==> src/rtl/mul_seq_if.sv <==
// Operand/request and write-back bus of the sequential multiplier.
// The master side is the CPU/regfile, the slave side is mul_seq.
interface mul_seq_if #(
  parameter int WIDTH = 16,
  parameter int AW    = 4
);
  logic             start;
  logic [WIDTH-1:0] a;
  logic [WIDTH-1:0] b;
  logic [AW-1:0]    dest;
  logic             signed_op;
  logic             busy;
  logic             we;
  logic [AW-1:0]    wa;
  logic [WIDTH-1:0] wd;
  logic [WIDTH-1:0] hi;
  logic             zf;
  logic             zf_load;

  modport master (
    output start, a, b, dest, signed_op,
    input  busy, we, wa, wd, hi, zf, zf_load
  );

  modport slave (
    input  start, a, b, dest, signed_op,
    output busy, we, wa, wd, hi, zf, zf_load
  );
endinterface

==> src/rtl/mul_seq.sv <==
// Sequential WIDTHxWIDTH shift-add multiplier feeding the regfile write port and zero flag.
// Optional MUL_EARLY_EXIT_EN: finish as soon as the remaining multiplier bits are zero.
module mul_seq #(
  parameter int WIDTH = 16,
  parameter int AW    = 4
) (
  input logic      clk,
  input logic      reset,
  mul_seq_if.slave bus
);
  localparam int CW = $clog2(WIDTH + 1);

  typedef enum logic [1:0] {IDLE, RUN, WB} state_e;

  state_e           state_q, state_d;
  logic [CW-1:0]    cnt_q, cnt_d;
  logic [WIDTH-1:0] mcand_q, mcand_d;
  logic [WIDTH-1:0] acc_q, acc_d;
  logic [WIDTH-1:0] mplr_q, mplr_d;
  logic             neg_q, neg_d;
  logic [AW-1:0]    dest_q, dest_d;
  logic             busy_q, busy_d;
  logic             we_q, we_d;
  logic [AW-1:0]    wa_q, wa_d;
  logic [WIDTH-1:0] wd_q, wd_d;
  logic [WIDTH-1:0] hi_q, hi_d;
  logic             zf_q, zf_d;

  logic [WIDTH-1:0]   mag_a, mag_b;
  logic [WIDTH:0]     sum;
  logic [2*WIDTH-1:0] shifted;
  logic [CW-1:0]      cnt_run;
  logic [2*WIDTH-1:0] fin;
  logic [2*WIDTH-1:0] fin_p;
  logic [2*WIDTH-1:0] wb_p;
  logic               go_wb;
`ifdef MUL_EARLY_EXIT_EN
  logic [WIDTH-1:0]   rem_mask;
`endif

  always_comb begin
    state_d = state_q;
    cnt_d   = cnt_q;
    mcand_d = mcand_q;
    acc_d   = acc_q;
    mplr_d  = mplr_q;
    neg_d   = neg_q;
    dest_d  = dest_q;
    busy_d  = busy_q;
    we_d    = 1'b0;
    wa_d    = wa_q;
    wd_d    = wd_q;
    hi_d    = hi_q;
    zf_d    = zf_q;
    go_wb   = 1'b0;
    fin     = '0;

    mag_a   = (bus.signed_op && bus.a[WIDTH-1]) ? -bus.a : bus.a;
    mag_b   = (bus.signed_op && bus.b[WIDTH-1]) ? -bus.b : bus.b;
    sum     = {1'b0, acc_q} + (mplr_q[0] ? {1'b0, mcand_q} : '0);
    // {carry, acc, multiplier} >> 1: multiplier LSB falls off the bottom
    shifted = {sum, mplr_q[WIDTH-1:1]};
    cnt_run = cnt_q - CW'(1);
    wb_p    = neg_q ? -{acc_q, mplr_q} : {acc_q, mplr_q};
`ifdef MUL_EARLY_EXIT_EN
    rem_mask = (WIDTH'(1) << cnt_run) - WIDTH'(1);
`endif

    case (state_q)
      IDLE: begin
        if (bus.start) begin
          mcand_d = mag_a;
          mplr_d  = mag_b;
          neg_d   = bus.signed_op & (bus.a[WIDTH-1] ^ bus.b[WIDTH-1]);
          dest_d  = bus.dest;
          cnt_d   = CW'(WIDTH);
          acc_d   = '0;
          busy_d  = 1'b1;
          state_d = RUN;
`ifdef MUL_EARLY_EXIT_EN
          if (mag_b == '0) begin
            acc_d  = '0;
            mplr_d = '0;
            go_wb  = 1'b1;
            fin    = '0;
          end
`endif
        end
      end
      RUN: begin
        acc_d  = shifted[2*WIDTH-1:WIDTH];
        mplr_d = shifted[WIDTH-1:0];
        cnt_d  = cnt_run;
        if (cnt_run == '0) begin
          go_wb = 1'b1;
          fin   = shifted;
        end
`ifdef MUL_EARLY_EXIT_EN
        // Remaining multiplier bits sit in the low cnt_run bits; if all zero,
        // shift the partial product down into its final position now.
        else if ((shifted[WIDTH-1:0] & rem_mask) == '0) begin
          go_wb  = 1'b1;
          fin    = shifted >> cnt_run;
          acc_d  = fin[2*WIDTH-1:WIDTH];
          mplr_d = fin[WIDTH-1:0];
        end
`endif
      end
      WB: begin
        hi_d    = wb_p[2*WIDTH-1:WIDTH];
        busy_d  = 1'b0;
        state_d = IDLE;
      end
      default: state_d = IDLE;
    endcase

    fin_p = neg_q ? -fin : fin;
    if (go_wb) begin
      state_d = WB;
      we_d    = 1'b1;
      wa_d    = (state_q == IDLE) ? bus.dest : dest_q;
      wd_d    = fin_p[WIDTH-1:0];
      zf_d    = (fin_p == '0);
    end
  end

  always_ff @(posedge clk or posedge reset) begin
    if (reset) begin
      state_q <= IDLE;
      cnt_q   <= '0;
      mcand_q <= '0;
      acc_q   <= '0;
      mplr_q  <= '0;
      neg_q   <= 1'b0;
      dest_q  <= '0;
      busy_q  <= 1'b0;
      we_q    <= 1'b0;
      wa_q    <= '0;
      wd_q    <= '0;
      hi_q    <= '0;
      zf_q    <= 1'b0;
    end else begin
      state_q <= state_d;
      cnt_q   <= cnt_d;
      mcand_q <= mcand_d;
      acc_q   <= acc_d;
      mplr_q  <= mplr_d;
      neg_q   <= neg_d;
      dest_q  <= dest_d;
      busy_q  <= busy_d;
      we_q    <= we_d;
      wa_q    <= wa_d;
      wd_q    <= wd_d;
      hi_q    <= hi_d;
      zf_q    <= zf_d;
    end
  end

  assign bus.busy    = busy_q;
  assign bus.we      = we_q;
  assign bus.wa      = wa_q;
  assign bus.wd      = wd_q;
  assign bus.hi      = hi_q;
  assign bus.zf      = zf_q;
  assign bus.zf_load = we_q;
endmodule

==> src/flat_wrapper.sv <==
// flat-port wrapper written by rule: the top's interface ports become plain ports
module mul_seq_flat 
#(
  parameter int WIDTH = 16,
  parameter int AW    = 4
)
  (clk, reset, bus_start, bus_a, bus_b, bus_dest, bus_signed_op, bus_busy, bus_we, bus_wa, bus_wd, bus_hi, bus_zf, bus_zf_load);
  mul_seq_if #(.WIDTH(WIDTH), .AW(AW)) bus_i ();
  input logic clk;
  input logic reset;
  input wire logic [$bits(bus_i.start)-1:0] bus_start;
  input wire logic [$bits(bus_i.a)-1:0] bus_a;
  input wire logic [$bits(bus_i.b)-1:0] bus_b;
  input wire logic [$bits(bus_i.dest)-1:0] bus_dest;
  input wire logic [$bits(bus_i.signed_op)-1:0] bus_signed_op;
  output wire logic [$bits(bus_i.busy)-1:0] bus_busy;
  output wire logic [$bits(bus_i.we)-1:0] bus_we;
  output wire logic [$bits(bus_i.wa)-1:0] bus_wa;
  output wire logic [$bits(bus_i.wd)-1:0] bus_wd;
  output wire logic [$bits(bus_i.hi)-1:0] bus_hi;
  output wire logic [$bits(bus_i.zf)-1:0] bus_zf;
  output wire logic [$bits(bus_i.zf_load)-1:0] bus_zf_load;
  assign bus_i.start = bus_start;
  assign bus_i.a = bus_a;
  assign bus_i.b = bus_b;
  assign bus_i.dest = bus_dest;
  assign bus_i.signed_op = bus_signed_op;
  assign bus_busy = bus_i.busy;
  assign bus_we = bus_i.we;
  assign bus_wa = bus_i.wa;
  assign bus_wd = bus_i.wd;
  assign bus_hi = bus_i.hi;
  assign bus_zf = bus_i.zf;
  assign bus_zf_load = bus_i.zf_load;
  mul_seq #(.WIDTH(WIDTH), .AW(AW)) u_core (.clk(clk), .reset(reset), .bus(bus_i));
endmodule
==> config.mk <==
export PLATFORM = sky130hd
export DESIGN_NAME = mul_seq_flat
export DESIGN_NICKNAME = d
export VERILOG_FILES = /design/src/rtl/mul_seq_if.sv /design/src/rtl/mul_seq.sv /design/src/flat_wrapper.sv
export SDC_FILE = /design/constraint.sdc
export NUM_CORES = 1
export LEC_CHECK = 0
export ABC_CLOCK_PERIOD_IN_PS = 5400
export CORE_UTILIZATION = 57
export DETAILED_ROUTE_END_ITERATION = 8
export PLACE_DENSITY = 0.81
export SLEW_MARGIN = 20
export SYNTH_ARGS = -nofsm -noshare
export SYNTH_HDL_FRONTEND = slang
export SYNTH_SLANG_ARGS = --single-unit
==> constraint.sdc <==
create_clock -name clk -period 5.4 [get_ports clk]
set_input_delay 0.81 -clock clk [delete_from_list [all_inputs] [get_ports clk]]
set_output_delay 0.81 -clock clk [all_outputs]
set_load 0.05 [all_outputs]
==> flow_summary.json <==
{
  "status": "finished, final reports clean",
  "grt_pass1_wl_mm": 31.75,
  "fin_crit_sh_pct": 83.73,
  "fmax_mhz": 221.2,
  "antenna_found_initial": 0,
  "ir_worst_vdd_v": 0.0003288,
  "fp-row-count": 39,
  "grt.overflow.total": 0,
  "synth_top_area_share_pct": 35.68,
  "synth_ff_type": "dfrtp_1",
  "ys_top_cells_by_area": "dfrtp_1 36%, nand2_1 7.9%, o21ai_0 7.5%",
  "die-area_sq_um": 12630,
  "power.density_nw_per_um2": 603.3,
  "antennaDiodeCount": 0,
  "grt_max_degree": 60,
  "finalWirelength_mm": 19.79,
  "post_cts_resized": 0,
  "cp.depth": 17,
  "fin_setup_tns_ns": 0,
  "die_x_microns": 112.4,
  "synth_enable_flop_cells": 0,
  "htreeDepth": 3,
  "grt_setup_unrepaired": "false",
  "clkSinkCount": 99,
  "rr_startpoint": "u_core.cnt_q[0]$_DFFE_PP0P_",
  "path_max_fanout": 10,
  "final_cells": 1049,
  "place_hpwl_mm": 14.70,
  "ios": 80,
  "grt_usage_pct": 32.49,
  "ys_seq_area_share_pct": 35.68,
  "cp_cell_sequence": "inv_1 -> ha_1 -> or2_2 -> o31ai_1 -> nand3_2 -> inv_1 -> nand2_1 -> ha_1 -> or4b_1 -> or2_1 -> o21ai_0 -> or3b_1 -> a2111oi_0 -> o2111ai_1 -> a2111oi_2 -> o2111ai_1 -> o31ai_2",
  "worstSetupStartpoint": "u_core.cnt_q[0]$_DFFE_PP0P_",
  "r2r_cells": 17,
  "drtAntennaViolNets": 0,
  "maxCapViolations": 0,
  "critPathSlowestCell": "a2111oi_0",
  "ys_warn_count": 0,
  "hold_depth": 1,
  "finalSetupViolCount": 0,
  "cts_tree": "yes",
  "wire_per_inst_microns": 18.87,
  "synth_area_sq_um": 6943,
  "start_util_pct": 59.53,
  "dr.first_iter.drc_count": 575,
  "clkLatencyLatePin_ns": 0.37,
  "worstPathRequired_ns": 5.68,
  "drtPass1Iterations": 6,
  "setup.worst_path.start_class": "flop",
  "num_vias": 6631,
  "synth-async-reset-ratio_pct": 100.0,
  "grt_pass1_vias": 6336,
  "die_y_microns": 112.4,
  "dp_cells": 1033,
  "nets": 963,
  "post_cts_buffers": 0,
  "endpoint_kind": "flop",
  "critPathCapture": "u_core.bus.zf$_DFFE_PP0P_",
  "ys_seq_elements": 99,
  "synthCells": 847,
  "yosysMostFrequentCell": "nand2_1",
  "clock_skew_ns": 0.01483,
  "worstPathArrival_ns": 4.80,
  "viasPerCell": 6.321,
  "syn_avg_cell_area_sq_um": 8.197,
  "tightestPinTransition_ns": 0.9195,
  "slew-limit-headroom_pct": 38.70,
  "path_class": "reg -> reg",
  "synth_nets": 909,
  "place_congestion": 0.9105,
  "drc": 0,
  "r2r_slack_ns": 0.88,
  "synthToLayoutAreaGrowth_pct": 16.45,
  "portBuffers": 79,
  "maxSlewViolCount": 0,
  "cts_buffers": 9,
  "cpPeakStageDelay_ns": 0.50,
  "clockBufferDepth": 2,
  "path_buf_inv": 2,
  "cp_top_family": "compound AO/OA/AOI/OAI gates",
  "yosysTopAreaCell": "dfrtp_1",
  "ctsHoldBuffers": 0,
  "hp-class": "reg -> reg",
  "synthTopCellsByCount": "147 x nand2_1, 104 x o21ai_0, 99 x dfrtp_1",
  "p_leak_nw": 3.480,
  "ys_types": 78,
  "hold_viol_final": 0,
  "clockRootBuffer": "clkbuf_16",
  "fin_crit_ns": 4.521,
  "clkTransAtPathRegs_ns": 0.07,
  "rr_endpoint": "u_core.bus.zf$_DFFE_PP0P_",
  "drive_gt1_share_pct": 6.071,
  "core_sq_um": 11660
}
cell families after synthesis:
kind of cell / Yosys count / share of synthesized area, %
flops: 99 / 35.68
simple gates: 344 / 24.64
fa+ha+maj: 22 / 4.073
compound gates: 238 / 21.79
mux: 9 / 1.352
buf+inv: 67 / 3.892
xor+xnor: 68 / 8.578
sequential cells by signal (all words and copies together), names as in the netlist, 2 cells and up:
signal and flops:
u_core.bus.wd 16, u_core.dest_q 4, u_core.cnt_q 5, u_core.mplr_q 16, u_core.mcand_q 16, u_core.state_q 2, u_core.bus.hi 16, u_core.acc_q 16
u_core.bus.wa 4
worst min-delay path by stage:
stage / start / to / slack, ns
4_1_cts: u_core.cnt_q[4]$_DFFE_PP0P_ / u_core.cnt_q[4]$_DFFE_PP0P_ / 0.47
2_1_floorplan: u_core.cnt_q[4]$_DFFE_PP0P_ / u_core.cnt_q[4]$_DFFE_PP0P_ / 0.43
3_5_place_dp: u_core.cnt_q[4]$_DFFE_PP0P_ / u_core.cnt_q[4]$_DFFE_PP0P_ / 0.46
6_report: u_core.cnt_q[4]$_DFFE_PP0P_ / u_core.cnt_q[4]$_DFFE_PP0P_ / 0.47
5_1_grt: u_core.dest_q[3]$_DFFE_PP0P_ / u_core.bus.wa[3]$_DFFE_PP0P_ / 0.50
3_3_place_gp: u_core.dest_q[0]$_DFFE_PP0P_ / u_core.bus.wa[0]$_DFFE_PP0P_ / 0.45
worst register-to-register path, stage by stage, from the launching register on:
cell,delay [ns]
dfrtp_1,0.45
inv_1,0.07
ha_1,0.24
or2_2,0.30
o31ai_1,0.33
nand3_2,0.12
inv_1,0.10
nand2_1,0.08
ha_1,0.33
or4b_1,0.26
or2_1,0.21
o21ai_0,0.15
or3b_1,0.38
a2111oi_0,0.50
o2111ai_1,0.23
a2111oi_2,0.33
o2111ai_1,0.17
o31ai_2,0.19
through the flow:
stage	cell area (sq um)	hold WS (ns)	setup slack (ns)	power [mW]	util (%)
after floorplan	6943	0.4310	0.8120	3.371	-
after global placement	7804	0.4493	1.029	4.103	66.91
after detailed placement	7804	0.4624	0.9174	4.201	66.91
after CTS	8083	0.4709	0.9060	4.855	69.31
after global routing	8085	0.5027	0.4574	5.207	69.33
final	8085	0.4726	0.8786	4.878	69.33
metal layers:
metal | part of all wire (%) | vias up | track usage (%) | routed length, microns
met5 | 0 | - | 0 | 0
met4 | 1.8 | 0 | 10.40 | 365
met3 | 6.0 | 34 | 5.184 | 1189
met2 | 49 | 255 | 56.23 | 9609
met1 | 44 | 3211 | 41.71 | 8625
li1 | - | 3131 | - | -
where the power goes:
part | total [mW] | leakage, nW | switching [mW] | internal, mW
Combinational | 2.79 | 2.15 | 1.75 | 1.03
Clock | 0.634 | 0.137 | 0.313 | 0.322
Sequential | 1.46 | 1.19 | 0.404 | 1.05
final cells by class:
cell class	count	area (sq um)
fillers	937	3577
repair buffers	89	865.8
inverters	21	81.33
well taps	143	178.9
clock buffers	11	232.7
flip-flops and latches	99	2477
multi-input cells	681	4203
clock inverters	5	46.29
cell usage in the layout (no fill, tap or decap), drive strengths merged, types with 4 or more instances in the layout:
cell type / instances
a211oi: 5
a21o: 9
a21oi: 30
a22oi: 17
a31oi: 4
and2: 25
and3: 7
buf: 10
clkbuf: 11
clkdlybuf4s50: 79
dfrtp: 99
ha: 21
inv: 23
mux2i: 6
nand2: 148
nand2b: 6
nand3: 25
nand3b: 5
nand4: 4
nor2: 45
nor2b: 6
nor3: 23
nor3b: 4
nor4: 13
o2111ai: 4
o211a: 5
o211ai: 5
o21a: 6
o21ai: 107
o22ai: 4
o31ai: 15
o41ai: 4
or2: 12
or3: 9
or4: 4
xnor2: 27
xor2: 41
Power figures use the tool's default switching activity.
